==> config.mk <==
export PLATFORM = sky130hd
export DESIGN_NAME = gcd_dispatch_flat
export DESIGN_NICKNAME = d
export VERILOG_FILES = /design/src/rtl/gcd_pkg.sv /design/src/rtl/gcd_dispatch_if.sv /design/src/rtl/gcd_req_fifo.sv /design/src/rtl/gcd_dispatch.sv /design/src/flat_wrapper.sv
export SDC_FILE = /design/constraint.sdc
export NUM_CORES = 1
export LEC_CHECK = 0
export ABC_AREA = 1
export BUFFER_PORTS_ARGS = -buffer_cell sky130_fd_sc_hd__buf_2
export CORE_MARGIN = 2
export CORE_UTILIZATION = 45
export CTS_CLUSTER_SIZE = 10
export DETAILED_ROUTE_END_ITERATION = 16
export HOLD_SLACK_MARGIN = 0.08
export PLACE_DENSITY = 0.73
export SETUP_SLACK_MARGIN = 0.1
export SYNTH_ARGS = -nofsm -noshare
export SYNTH_HDL_FRONTEND = slang
export SYNTH_SLANG_ARGS = --single-unit
==> constraint.sdc <==
create_clock -name clk -period 2.77 [get_ports clk]
set_clock_uncertainty 0.15 [all_clocks]
set_input_delay 0.1385 -clock clk [delete_from_list [all_inputs] [get_ports clk]]
set_output_delay 0.1385 -clock clk [all_outputs]
set_load 0.05 [all_outputs]
==> src/rtl/gcd_pkg.sv <==
// Shared constants and types for the GCD operand dispatcher.
// TIMEOUT_CYC is only consumed when GCD_DISPATCH_TIMEOUT_EN is defined.
package gcd_pkg;

    localparam int GCD_W = 8;
    localparam logic [7:0] TIMEOUT_CYC = 8'd200;

    typedef enum logic [1:0] {
        ST_IDLE,
        ST_ISSUE,
        ST_WAIT_CLR,
        ST_WAIT_DONE
    } disp_state_e;

    // gcd(0,x)=x and gcd(0,0)=0, so a zero-operand job resolves to the OR of its operands
    function automatic logic [GCD_W-1:0] zero_bypass_res(input logic [GCD_W-1:0] u,
                                                         input logic [GCD_W-1:0] v);
        return u | v;
    endfunction

endpackage

==> src/rtl/gcd_dispatch_if.sv <==
// Request, core-load and result signals of the GCD dispatcher.
// timeout_err exists only when GCD_DISPATCH_TIMEOUT_EN is defined.
interface gcd_dispatch_if #(
    parameter int TAG_W = 4
);
    logic             in_valid;
    logic             in_ready;
    logic [7:0]       in_u;
    logic [7:0]       in_v;
    logic [TAG_W-1:0] in_tag;
    logic [7:0]       core_u;
    logic [7:0]       core_v;
    logic             core_ld;
    logic [7:0]       core_res;
    logic             core_done;
    logic             out_valid;
    logic             out_ready;
    logic [7:0]       out_res;
    logic [TAG_W-1:0] out_tag;
    logic             out_zero;
    logic             busy;
`ifdef GCD_DISPATCH_TIMEOUT_EN
    logic             timeout_err;

    modport slave (
        input  in_valid, in_u, in_v, in_tag, core_res, core_done, out_ready,
        output in_ready, core_u, core_v, core_ld, out_valid, out_res, out_tag, out_zero,
        output busy, timeout_err
    );
    modport master (
        output in_valid, in_u, in_v, in_tag, core_res, core_done, out_ready,
        input  in_ready, core_u, core_v, core_ld, out_valid, out_res, out_tag, out_zero,
        input  busy, timeout_err
    );
`else
    modport slave (
        input  in_valid, in_u, in_v, in_tag, core_res, core_done, out_ready,
        output in_ready, core_u, core_v, core_ld, out_valid, out_res, out_tag, out_zero,
        output busy
    );
    modport master (
        output in_valid, in_u, in_v, in_tag, core_res, core_done, out_ready,
        input  in_ready, core_u, core_v, core_ld, out_valid, out_res, out_tag, out_zero,
        input  busy
    );
`endif
endinterface

==> src/rtl/gcd_req_fifo.sv <==
// Request FIFO for the GCD dispatcher: DEPTH entries (power of 2), show-ahead head.
// Pointers carry one extra wrap bit so full and empty are distinguishable.
module gcd_req_fifo #(
    parameter int DEPTH = 4,
    parameter int W     = 20
) (
    input  logic         clk,
    input  logic         resetb,
    input  logic         push_i,
    input  logic [W-1:0] din_i,
    input  logic         pop_i,
    output logic [W-1:0] dout_o,
    output logic         empty_o,
    output logic         full_o
);
    localparam int AW = $clog2(DEPTH);

    logic [AW:0]  wr_q;
    logic [AW:0]  rd_q;
    logic [W-1:0] mem_q [DEPTH];

    always_ff @(posedge clk or negedge resetb) begin
        if (!resetb) begin
            wr_q <= '0;
            rd_q <= '0;
        end else begin
            if (push_i) wr_q <= wr_q + 1'b1;
            if (pop_i)  rd_q <= rd_q + 1'b1;
        end
    end

    // Storage needs no reset: the pointers alone define which entries are live
    always_ff @(posedge clk) begin
        if (push_i) mem_q[wr_q[AW-1:0]] <= din_i;
    end

    assign dout_o  = mem_q[rd_q[AW-1:0]];
    assign empty_o = (wr_q == rd_q);
    assign full_o  = (wr_q[AW] != rd_q[AW]) && (wr_q[AW-1:0] == rd_q[AW-1:0]);

endmodule

==> src/rtl/gcd_dispatch.sv <==
// Feeds queued (u,v,tag) jobs to the 8-bit binary GCD core one at a time and returns results in order.
// Optional watchdog enabled by defining GCD_DISPATCH_TIMEOUT_EN (adds bus.timeout_err).
module gcd_dispatch
    import gcd_pkg::*;
#(
    parameter int DEPTH = 4,
    parameter int TAG_W = 4
) (
    input  logic          clk,
    input  logic          resetb,
    gcd_dispatch_if.slave bus
);
    localparam int FW = 2 * GCD_W + TAG_W;

    logic [FW-1:0]    fifo_din;
    logic [FW-1:0]    fifo_dout;
    logic             fifo_empty;
    logic             fifo_full;
    logic             fifo_push;
    logic             fifo_pop;
    logic [GCD_W-1:0] head_u;
    logic [GCD_W-1:0] head_v;
    logic [TAG_W-1:0] head_tag;
    logic             head_zero;

    disp_state_e      state_q, state_d;
    logic [GCD_W-1:0] core_u_q, core_v_q;
    logic [TAG_W-1:0] job_tag_q;
    logic             out_valid_q, out_valid_d;
    logic [GCD_W-1:0] out_res_q, out_res_d;
    logic [TAG_W-1:0] out_tag_q, out_tag_d;
    logic             out_zero_q, out_zero_d;
    logic             core_ld;

    logic             slot_free;
    logic             fire_byp;
    logic             fire_issue;
    logic             fire_done;
    logic             fire_to;

    assign fifo_push = bus.in_valid && !fifo_full;
    assign fifo_din  = {bus.in_tag, bus.in_u, bus.in_v};

    gcd_req_fifo #(
        .DEPTH (DEPTH),
        .W     (FW)
    ) u_fifo (
        .clk     (clk),
        .resetb  (resetb),
        .push_i  (fifo_push),
        .din_i   (fifo_din),
        .pop_i   (fifo_pop),
        .dout_o  (fifo_dout),
        .empty_o (fifo_empty),
        .full_o  (fifo_full)
    );

    assign head_v    = fifo_dout[GCD_W-1:0];
    assign head_u    = fifo_dout[2*GCD_W-1:GCD_W];
    assign head_tag  = fifo_dout[FW-1:2*GCD_W];
    assign head_zero = (head_u == '0) || (head_v == '0);

    assign slot_free  = !out_valid_q || bus.out_ready;
    assign fire_byp   = (state_q == ST_IDLE) && !fifo_empty && head_zero && slot_free;
    assign fire_issue = (state_q == ST_IDLE) && !fifo_empty && !head_zero;
    assign fire_done  = (state_q == ST_WAIT_DONE) && bus.core_done && slot_free;
    assign fifo_pop   = fire_byp || fire_issue;

`ifdef GCD_DISPATCH_TIMEOUT_EN
    logic [7:0] wd_q;
    logic       timeout_err_q;
    logic       waiting;

    assign waiting = (state_q == ST_WAIT_CLR) || (state_q == ST_WAIT_DONE);
    // A genuine completion in the same cycle wins over the watchdog
    assign fire_to = waiting && (wd_q == TIMEOUT_CYC - 8'd1) && slot_free && !fire_done;

    always_ff @(posedge clk or negedge resetb) begin
        if (!resetb) begin
            wd_q          <= '0;
            timeout_err_q <= 1'b0;
        end else begin
            if (state_q == ST_ISSUE)
                wd_q <= '0;
            else if (waiting && wd_q != TIMEOUT_CYC - 8'd1)
                wd_q <= wd_q + 8'd1;
            if (fire_to) timeout_err_q <= 1'b1;
        end
    end

    assign bus.timeout_err = timeout_err_q;
`else
    assign fire_to = 1'b0;
`endif

    always_ff @(posedge clk or negedge resetb) begin
        if (!resetb) state_q <= ST_IDLE;
        else         state_q <= state_d;
    end

    always_comb begin
        state_d = state_q;
        case (state_q)
            ST_IDLE:      if (fire_issue) state_d = ST_ISSUE;
            ST_ISSUE:     state_d = ST_WAIT_CLR;
            ST_WAIT_CLR: begin
                // done still high here belongs to the previous job
                if (fire_to)             state_d = ST_IDLE;
                else if (!bus.core_done) state_d = ST_WAIT_DONE;
            end
            ST_WAIT_DONE: if (fire_done || fire_to) state_d = ST_IDLE;
            default:      state_d = ST_IDLE;
        endcase
    end

    always_comb begin
        core_ld = (state_q == ST_ISSUE);
    end

    always_comb begin
        out_valid_d = out_valid_q && !bus.out_ready;
        out_res_d   = out_res_q;
        out_tag_d   = out_tag_q;
        out_zero_d  = out_zero_q;
        if (fire_byp) begin
            out_valid_d = 1'b1;
            out_res_d   = zero_bypass_res(head_u, head_v);
            out_tag_d   = head_tag;
            out_zero_d  = 1'b1;
        end else if (fire_done) begin
            out_valid_d = 1'b1;
            out_res_d   = bus.core_res;
            out_tag_d   = job_tag_q;
            out_zero_d  = 1'b0;
        end else if (fire_to) begin
            out_valid_d = 1'b1;
            out_res_d   = '0;
            out_tag_d   = job_tag_q;
            out_zero_d  = 1'b0;
        end
    end

    always_ff @(posedge clk or negedge resetb) begin
        if (!resetb) begin
            core_u_q    <= '0;
            core_v_q    <= '0;
            job_tag_q   <= '0;
            out_valid_q <= 1'b0;
            out_res_q   <= '0;
            out_tag_q   <= '0;
            out_zero_q  <= 1'b0;
        end else begin
            // Operands stay put until the next issue; the core samples them after ld
            if (fire_issue) begin
                core_u_q  <= head_u;
                core_v_q  <= head_v;
                job_tag_q <= head_tag;
            end
            out_valid_q <= out_valid_d;
            out_res_q   <= out_res_d;
            out_tag_q   <= out_tag_d;
            out_zero_q  <= out_zero_d;
        end
    end

    assign bus.in_ready  = !fifo_full;
    assign bus.core_u    = core_u_q;
    assign bus.core_v    = core_v_q;
    assign bus.core_ld   = core_ld;
    assign bus.out_valid = out_valid_q;
    assign bus.out_res   = out_res_q;
    assign bus.out_tag   = out_tag_q;
    assign bus.out_zero  = out_zero_q;
    assign bus.busy      = !fifo_empty || (state_q != ST_IDLE) || out_valid_q;

endmodule

==> src/flat_wrapper.sv <==
// flat-port wrapper written by rule: the top's interface ports become plain ports
module gcd_dispatch_flat import gcd_pkg::*;
#(
    parameter int DEPTH = 4,
    parameter int TAG_W = 4
)
  (clk, resetb, bus_in_valid, bus_in_u, bus_in_v, bus_in_tag, bus_core_res, bus_core_done, bus_out_ready, bus_in_ready, bus_core_u, bus_core_v, bus_core_ld, bus_out_valid, bus_out_res, bus_out_tag, bus_out_zero, bus_busy);
  gcd_dispatch_if #(.TAG_W(TAG_W)) bus_i ();
  input  logic clk;
  input  logic resetb;
  input wire logic [$bits(bus_i.in_valid)-1:0] bus_in_valid;
  input wire logic [$bits(bus_i.in_u)-1:0] bus_in_u;
  input wire logic [$bits(bus_i.in_v)-1:0] bus_in_v;
  input wire logic [$bits(bus_i.in_tag)-1:0] bus_in_tag;
  input wire logic [$bits(bus_i.core_res)-1:0] bus_core_res;
  input wire logic [$bits(bus_i.core_done)-1:0] bus_core_done;
  input wire logic [$bits(bus_i.out_ready)-1:0] bus_out_ready;
  output wire logic [$bits(bus_i.in_ready)-1:0] bus_in_ready;
  output wire logic [$bits(bus_i.core_u)-1:0] bus_core_u;
  output wire logic [$bits(bus_i.core_v)-1:0] bus_core_v;
  output wire logic [$bits(bus_i.core_ld)-1:0] bus_core_ld;
  output wire logic [$bits(bus_i.out_valid)-1:0] bus_out_valid;
  output wire logic [$bits(bus_i.out_res)-1:0] bus_out_res;
  output wire logic [$bits(bus_i.out_tag)-1:0] bus_out_tag;
  output wire logic [$bits(bus_i.out_zero)-1:0] bus_out_zero;
  output wire logic [$bits(bus_i.busy)-1:0] bus_busy;
  assign bus_i.in_valid = bus_in_valid;
  assign bus_i.in_u = bus_in_u;
  assign bus_i.in_v = bus_in_v;
  assign bus_i.in_tag = bus_in_tag;
  assign bus_i.core_res = bus_core_res;
  assign bus_i.core_done = bus_core_done;
  assign bus_i.out_ready = bus_out_ready;
  assign bus_in_ready = bus_i.in_ready;
  assign bus_core_u = bus_i.core_u;
  assign bus_core_v = bus_i.core_v;
  assign bus_core_ld = bus_i.core_ld;
  assign bus_out_valid = bus_i.out_valid;
  assign bus_out_res = bus_i.out_res;
  assign bus_out_tag = bus_i.out_tag;
  assign bus_out_zero = bus_i.out_zero;
  assign bus_busy = bus_i.busy;
  gcd_dispatch #(.DEPTH(DEPTH), .TAG_W(TAG_W)) u_core (.clk(clk), .resetb(resetb), .bus(bus_i));
endmodule
; After elaboration in Yosys (flattened, before gate mapping)
; Memory sizes are Yosys's and may differ from the RTL's.
; Index checks and enable logic that the tools add are counted.
[classes]
n_addsub = 2
n_eq_ne = 9
muxes = 14
n_bitwise = 1
n_reduce_logical = 25
[ops]
columns = operator, n
row1 = $logic_not A8 Y1, 2
row2 = $mux W8, 2
row3 = $logic_and A1 B1 Y1, 9
row4 = $mux W4, 2
row5 = $or A8 B8 Y8, 1
row6 = $pmux W2 S4, 1
row7 = $add A3 B1 Y3 const B, 2
row8 = $mux W1, 6
row9 = $mux W2, 3
row10 = $logic_not A1 Y1, 5
row11 = $logic_or A1 B1 Y1, 5
row12 = $eq A2 B2 Y1 const B, 2
row13 = $ne A2 B1 Y1 const B, 2
row14 = $reduce_bool A2 Y1, 2
row15 = $eq A3 B3 Y1, 1
row16 = $reduce_and A3 Y1, 1
row17 = $eq A2 B1 Y1 const B, 1
row18 = $eq A2 B2 Y1, 1
row19 = $logic_not A2 Y1, 1
row20 = $ne A2 B2 Y1 const B, 1
row21 = $ne A1 B1 Y1, 1
[word_totals]
reg_bits = 42
ram_bits = 80
inputBits = 33
output_inout_bits = 33
n_memories = 1
[memory_table]
columns = memory, depth, width, read_ports, rd_clocked_by_memory_dff, wr, line_no
row1 = u_core.u_fifo.mem_q, 4, 20, 1, 0, 1, gcd_req_fifo.sv:20  ; logic [W-1:0] mem_q [DEPTH];

; Depth between registers and ports, before layout
; An unclocked memory read counts as a cell.
[depth]
ltp_word = 7
mapped_depth = 15
ltp_nobuf = 13

; Modules after synthesis
; Synthesis repeated with hierarchy kept, for this count alone.
[unflattened]
hier_cells = 508
area_unflattened_um2 = 5402.7
[modules_own_cells]
columns = module, n_inst, cells_per_inst, area_per_inst_um2, seq_area_each_um2
row1 = gcd_req_fifo, 1, 275, 3562.2, 2552.4
row2 = gcd_dispatch, 1, 233, 1840.5, 900.9

; Least setup slack after synthesis
; No wires, ideal clock.
[synth_path]
path_type = reg-to-reg
startpoint = reg u_core.u_fifo.rd_q[0]
endpoint = mem u_core.u_fifo.mem_q[3][0] (enable)
setup_ns = 0.399
arrival_ns = 2.289
required_time_ns = 2.221
path_slack_ns = -0.069
path_stages_with_launch = 7
cell_sequence = dfrtp_1 buf_6 xor2_1 nor2_1 nand2_1 nand2_1 nor2_1
[synth_via]
elab_chain_cells = 6
[synth_lines]
columns = item, line_no
row1 = from (decl), gcd_req_fifo.sv:19  ; logic [AW:0] rd_q;
row2 = from (signal assigned), gcd_req_fifo.sv:28  ; if (pop_i) rd_q <= rd_q + 1'b1;
row3 = $eq A2 B2 Y1, gcd_req_fifo.sv:39  ; assign full_o = (wr_q[AW] != rd_q[AW]) && (wr_q[AW-1:0] == rd_q[AW-1:0]);
row4 = $logic_and A1 B1 Y1, gcd_req_fifo.sv:39
row5 = $logic_not A1 Y1, --
row6 = via bus_in_ready, flat_wrapper.sv:18  ; output wire logic [$bits(bus_i.in_ready)-1:0] bus_in_ready;
row7 = $logic_and A1 B1 Y1, gcd_dispatch.sv:41  ; assign fifo_push = bus.in_valid && !fifo_full;
row8 = $mux W1, gcd_req_fifo.sv:34  ; if (push_i) mem_q[wr_q[AW-1:0]] <= din_i;
row9 = $mux W1 (not written as such), gcd_req_fifo.sv:34
row10 = to (decl), gcd_req_fifo.sv:20
; The timed path passes the listed nets, and every way through them passes these cells.

; Worst setup path in the final report
[layout_path]
startpoint = reg u_core.u_fifo.rd_q[0]
endpoint = reg u_core.core_u_q[5], in the netlist u_core.bus.core_u[5]
[layout_via]
elab_chain_cells = 5
elab_cells_between_ends = 9
cone_classes = 1 x eq/ne / 7 x reduce/logical / 1 x memory
[layout_lines]
columns = item, line_no
row1 = $mem_v2 Z4 W20, --
row2 = $logic_not A8 Y1, gcd_dispatch.sv:61  ; assign head_zero = (head_u == '0) || (head_v == '0);
row3 = $logic_or A1 B1 Y1, gcd_dispatch.sv:61
row4 = $logic_not A1 Y1, gcd_dispatch.sv:65  ; assign fire_issue = (state_q == ST_IDLE) && !fifo_empty && !head_zero;
row5 = $logic_and A1 B1 Y1, gcd_dispatch.sv:65
row6 = to (signal assigned), gcd_dispatch.sv:155  ; core_u_q <= head_u;
row7 = to (decl), gcd_dispatch.sv:27  ; logic [GCD_W-1:0] core_u_q, core_v_q;
; Several ways; a longest one is shown, not always the timed one.
; A chain may end at the register's enable or synchronous reset.

==> impl_results.md <==
- Nature of the critical path startpoint: register
- Seq cells post-synth: 122
- Commonest non-fill, non-tap cells in the layout: nand2_1 (168), edfxtp_1 (80), buf_2 (65), nand3_1 (44), dfrtp_1 (42)
- Die area: 0.0124 mm^2
- CTS sink count: 122
- Dpl hpwl: 7370 um
- Final number of max-transition violations: 0
- 1st-iter DRT viols: 394
- Pin count of the biggest net entering global routing: 43
- Boundary Pins: 66
- Leakage component of the power: 2.97 nW
- X dimension of the die: 111 um
- Initial standard-cell utilization of the core: 0.457
- Post-Synthesis Cells: 474
- Final setup violation count: 0
- Required arrival time at the worst endpoint: 2.93 ns
- Clock buffers created by TritonCTS: 17
- Area post-placement: 0.00563 mm^2
- Switching share of power: 0.423
- PostCTS Resize Cnt: 0
- Routed len/inst: 15.9 um
- Overall overflow remaining after global route: 0
- Share of power burned in the clock network: 0.270
- Total track usage: 0.195
- H-tree levels: 4
- Hold violation count in the final report: 0
- Clock tree from TritonCTS: done
- Run status: finished, final reports clean
- Number of vias per cell after detailed routing: 5.10
- Count of synthesis-stage warnings from yosys: 0
- Setup repair after global routing missed its margin: false
- Final #Nets: 622
- Clock latency at the later pin of the worst-skew pair: 0.41 ns
- Root buffer cell: clkbuf_16
- Sequential power share: 0.331
- Antenna violation net count after detailed routing: 0
- Mean Syn Cell Area: 10.9 um^2
- Clock-pin slew reported for the worst setup and hold paths after clock tree synthesis: 0.06 ns
- IO buf count: 65
- Internal power: 4.95 mW
- Final Cycle Share: 0.860
- Routed wire length: 11700 um
- First-pass GRT wire length: 18900 um
- Post-layout minimum cycle time: 2.38 ns
- Finished Core Util: 0.580
- Area growth from synthesis to layout: 27.0%
- Die height: 111 um
- Commonest non-fill, non-tap cell in the layout: nand2_1
- Class of the tightest hold or removal check: in2async
- Proportion of power drawn by combinational gates: 0.399
- Via count of the first global-routing pass: 3791
- Critical Path Source: u_core.u_fifo.rd_q[0]
- Count of unresolved DRC violations after routing: 0
- Area of the core: 0.0113 mm^2
- Crit path DAT: 2.54 ns
- Switching power summed over all nets: 3.62 mW
- Top achievable clock speed: 0.420 GHz
- Via count: 3752
- Total power consumption of the routed design: 8.57 mW
- Number of iterations in the first detailed-routing pass: 5
- Antenna diodes: 0
- Post-route standard cell area excluding fillers: 0.00657 mm^2
- Critical path class: reg2reg
- Setup crit end kind: register
- Sequential element share of the synthesized area: 0.667
- Worst-Margin Slew: 0.934 ns
- Normalized max-slew margin: 0.377
- Gp weighted congestion: 0.819
- Post-Syn Area: 0.00518 mm^2
- Count of max-cap constraint violations: 0
- Largest vdd supply drop: 0.688 mV
- Unique cell type count in the Yosys netlist: 28
- Origin of the critical flop-to-flop path: u_core.u_fifo.rd_q[0]
- Number of buffers between clock root and the deepest sink: 2
- Share of cells above drive strength 1: 0.213
- Areal power density over the cells: 1300 mW/mm^2
- Number of nets produced by synthesis: 517
- Number of antenna violations at the first check in global routing: 0
- Number of placement rows: 39
- Critical Path Fanout Max: 41
[area by class of cell]
type                       instances  area (um^2)
timing repair buffer             107          733
tap                              143          179
multi-input combinational        306         1490
clock inverter                    15          195
sequential                       122         3450
fill                             896         4750
inverter                          25         96.3
clock buffer                      17          425
[cells by family (layout without fill, tap and decap cells)]
kind of cell               after synthesis  after routing  synth area share
and+or+nand+nor                        256            256             0.217
DFF                                    122            122             0.667
buffers and inverters                   46            164            0.0457
AOI/OAI and AO/OA                       34             34            0.0358
adders and majority gates               10             10            0.0242
xor gates and xnor gates                 6              6            0.0102
[critical path, stage by stage, from the launching register on]
cell and delay (ns):
dfrtp_1 0.42, inv_4 0.33, nand2_1 0.11, nand3_1 0.10
nand2_1 0.16, nand2_1 0.13, nor2_2 0.04, nand2_2 0.09
nand3_2 0.27, buf_12 0.27, o21ai_0 0.20
[layer usage]
metal / GRT usage / share of wire / up-vias
met5: 0 / 0 / -
met4: 0.0815 / 0.014 / 0
met3: 0.0405 / 0.064 / 14
met2: 0.319 / 0.49 / 147
met1: 0.254 / 0.43 / 1796
li1: - / - / 1795
[power by group through the flow]
stage | Combinational (mW) | Sequential (mW) | Clock [mW]
after global routing | 3.75 | 2.88 | 2.42
after CTS | 3.42 | 2.83 | 2.33
after floorplan | 1.82 | 3.49 | 0
after detailed placement | 3.37 | 2.85 | 0
final | 3.42 | 2.83 | 2.32
after global placement | 3.27 | 2.83 | 0
[sequential cells by signal, summed over array words and instances (netlist names)]
signal and cells:
u_core.u_fifo.mem_q 80, u_core.bus.core_u 8, u_core.bus.core_v 8, u_core.bus.out_res 8
u_core.bus.out_tag 4, u_core.job_tag_q 4, u_core.u_fifo.rd_q 3, u_core.u_fifo.wr_q 3
u_core.state_q 2, u_core.bus.out_valid 1, u_core.bus.out_zero 1
[synthesized netlist by cell type]
cell / number / area share
a22oi_1: 1 / 0.0015
o21ai_1: 2 / 0.0019
xnor2_1: 1 / 0.0017
ha_1: 10 / 0.024
nand4_1: 7 / 0.0085
nand3_1: 44 / 0.043
or2_2: 1 / 0.0012
inv_1: 21 / 0.015
o21ai_0: 24 / 0.023
nand2_1: 168 / 0.12
nand2_2: 2 / 0.0024
clkbuf_1: 2 / 0.0015
a21oi_1: 1 / 0.00097
nand3_2: 9 / 0.017
or2_0: 1 / 0.0012
xor2_1: 5 / 0.0085
inv_4: 1 / 0.0012
inv_2: 3 / 0.0022
nand2_4: 2 / 0.0044
nand3b_1: 1 / 0.0015
buf_6: 6 / 0.013
buf_2: 13 / 0.013
edfxtp_1: 80 / 0.46
dfrtp_1: 42 / 0.20
o22ai_1: 4 / 0.0048
nor2_1: 19 / 0.014
o21ai_2: 2 / 0.0034
nor2_2: 2 / 0.0024
[metrics by stage]
step           instances  hold slack (ns)  TNS (ns)  setup slack [ns]
2_1_floorplan        474           -0.307     -1.83           -0.0305
3_3_place_gp         671            0.178         0             0.523
3_5_place_dp         671            0.190         0             0.398
4_1_cts              735            0.303         0             0.372
5_1_grt              735            0.335         0             0.214
6_report             735            0.264         0             0.387
[repair_timing]
action                    CTS  global route
setup buffers               0             0
hold endpoints to repair  135             0
hold buffers               32             0
[final timing paths]
check | endpoint | slack (ns) | cells past startpoint
setup reg to reg | u_core.bus.core_u[5] | 0.39 | 10
min in group clk | u_core.bus.out_zero | 0.32 | 2
max in group asynchronous | u_core.bus.out_res[4] | 1.62 | 2
setup / recovery | u_core.bus.core_u[5] | 0.39 | 10
hold reg to reg | u_core.bus.out_zero | 0.32 | 2
hold / removal | u_core.bus.out_res[7] | 0.26 | 2
No activity file was read; power rests on OpenSTA's default activity.
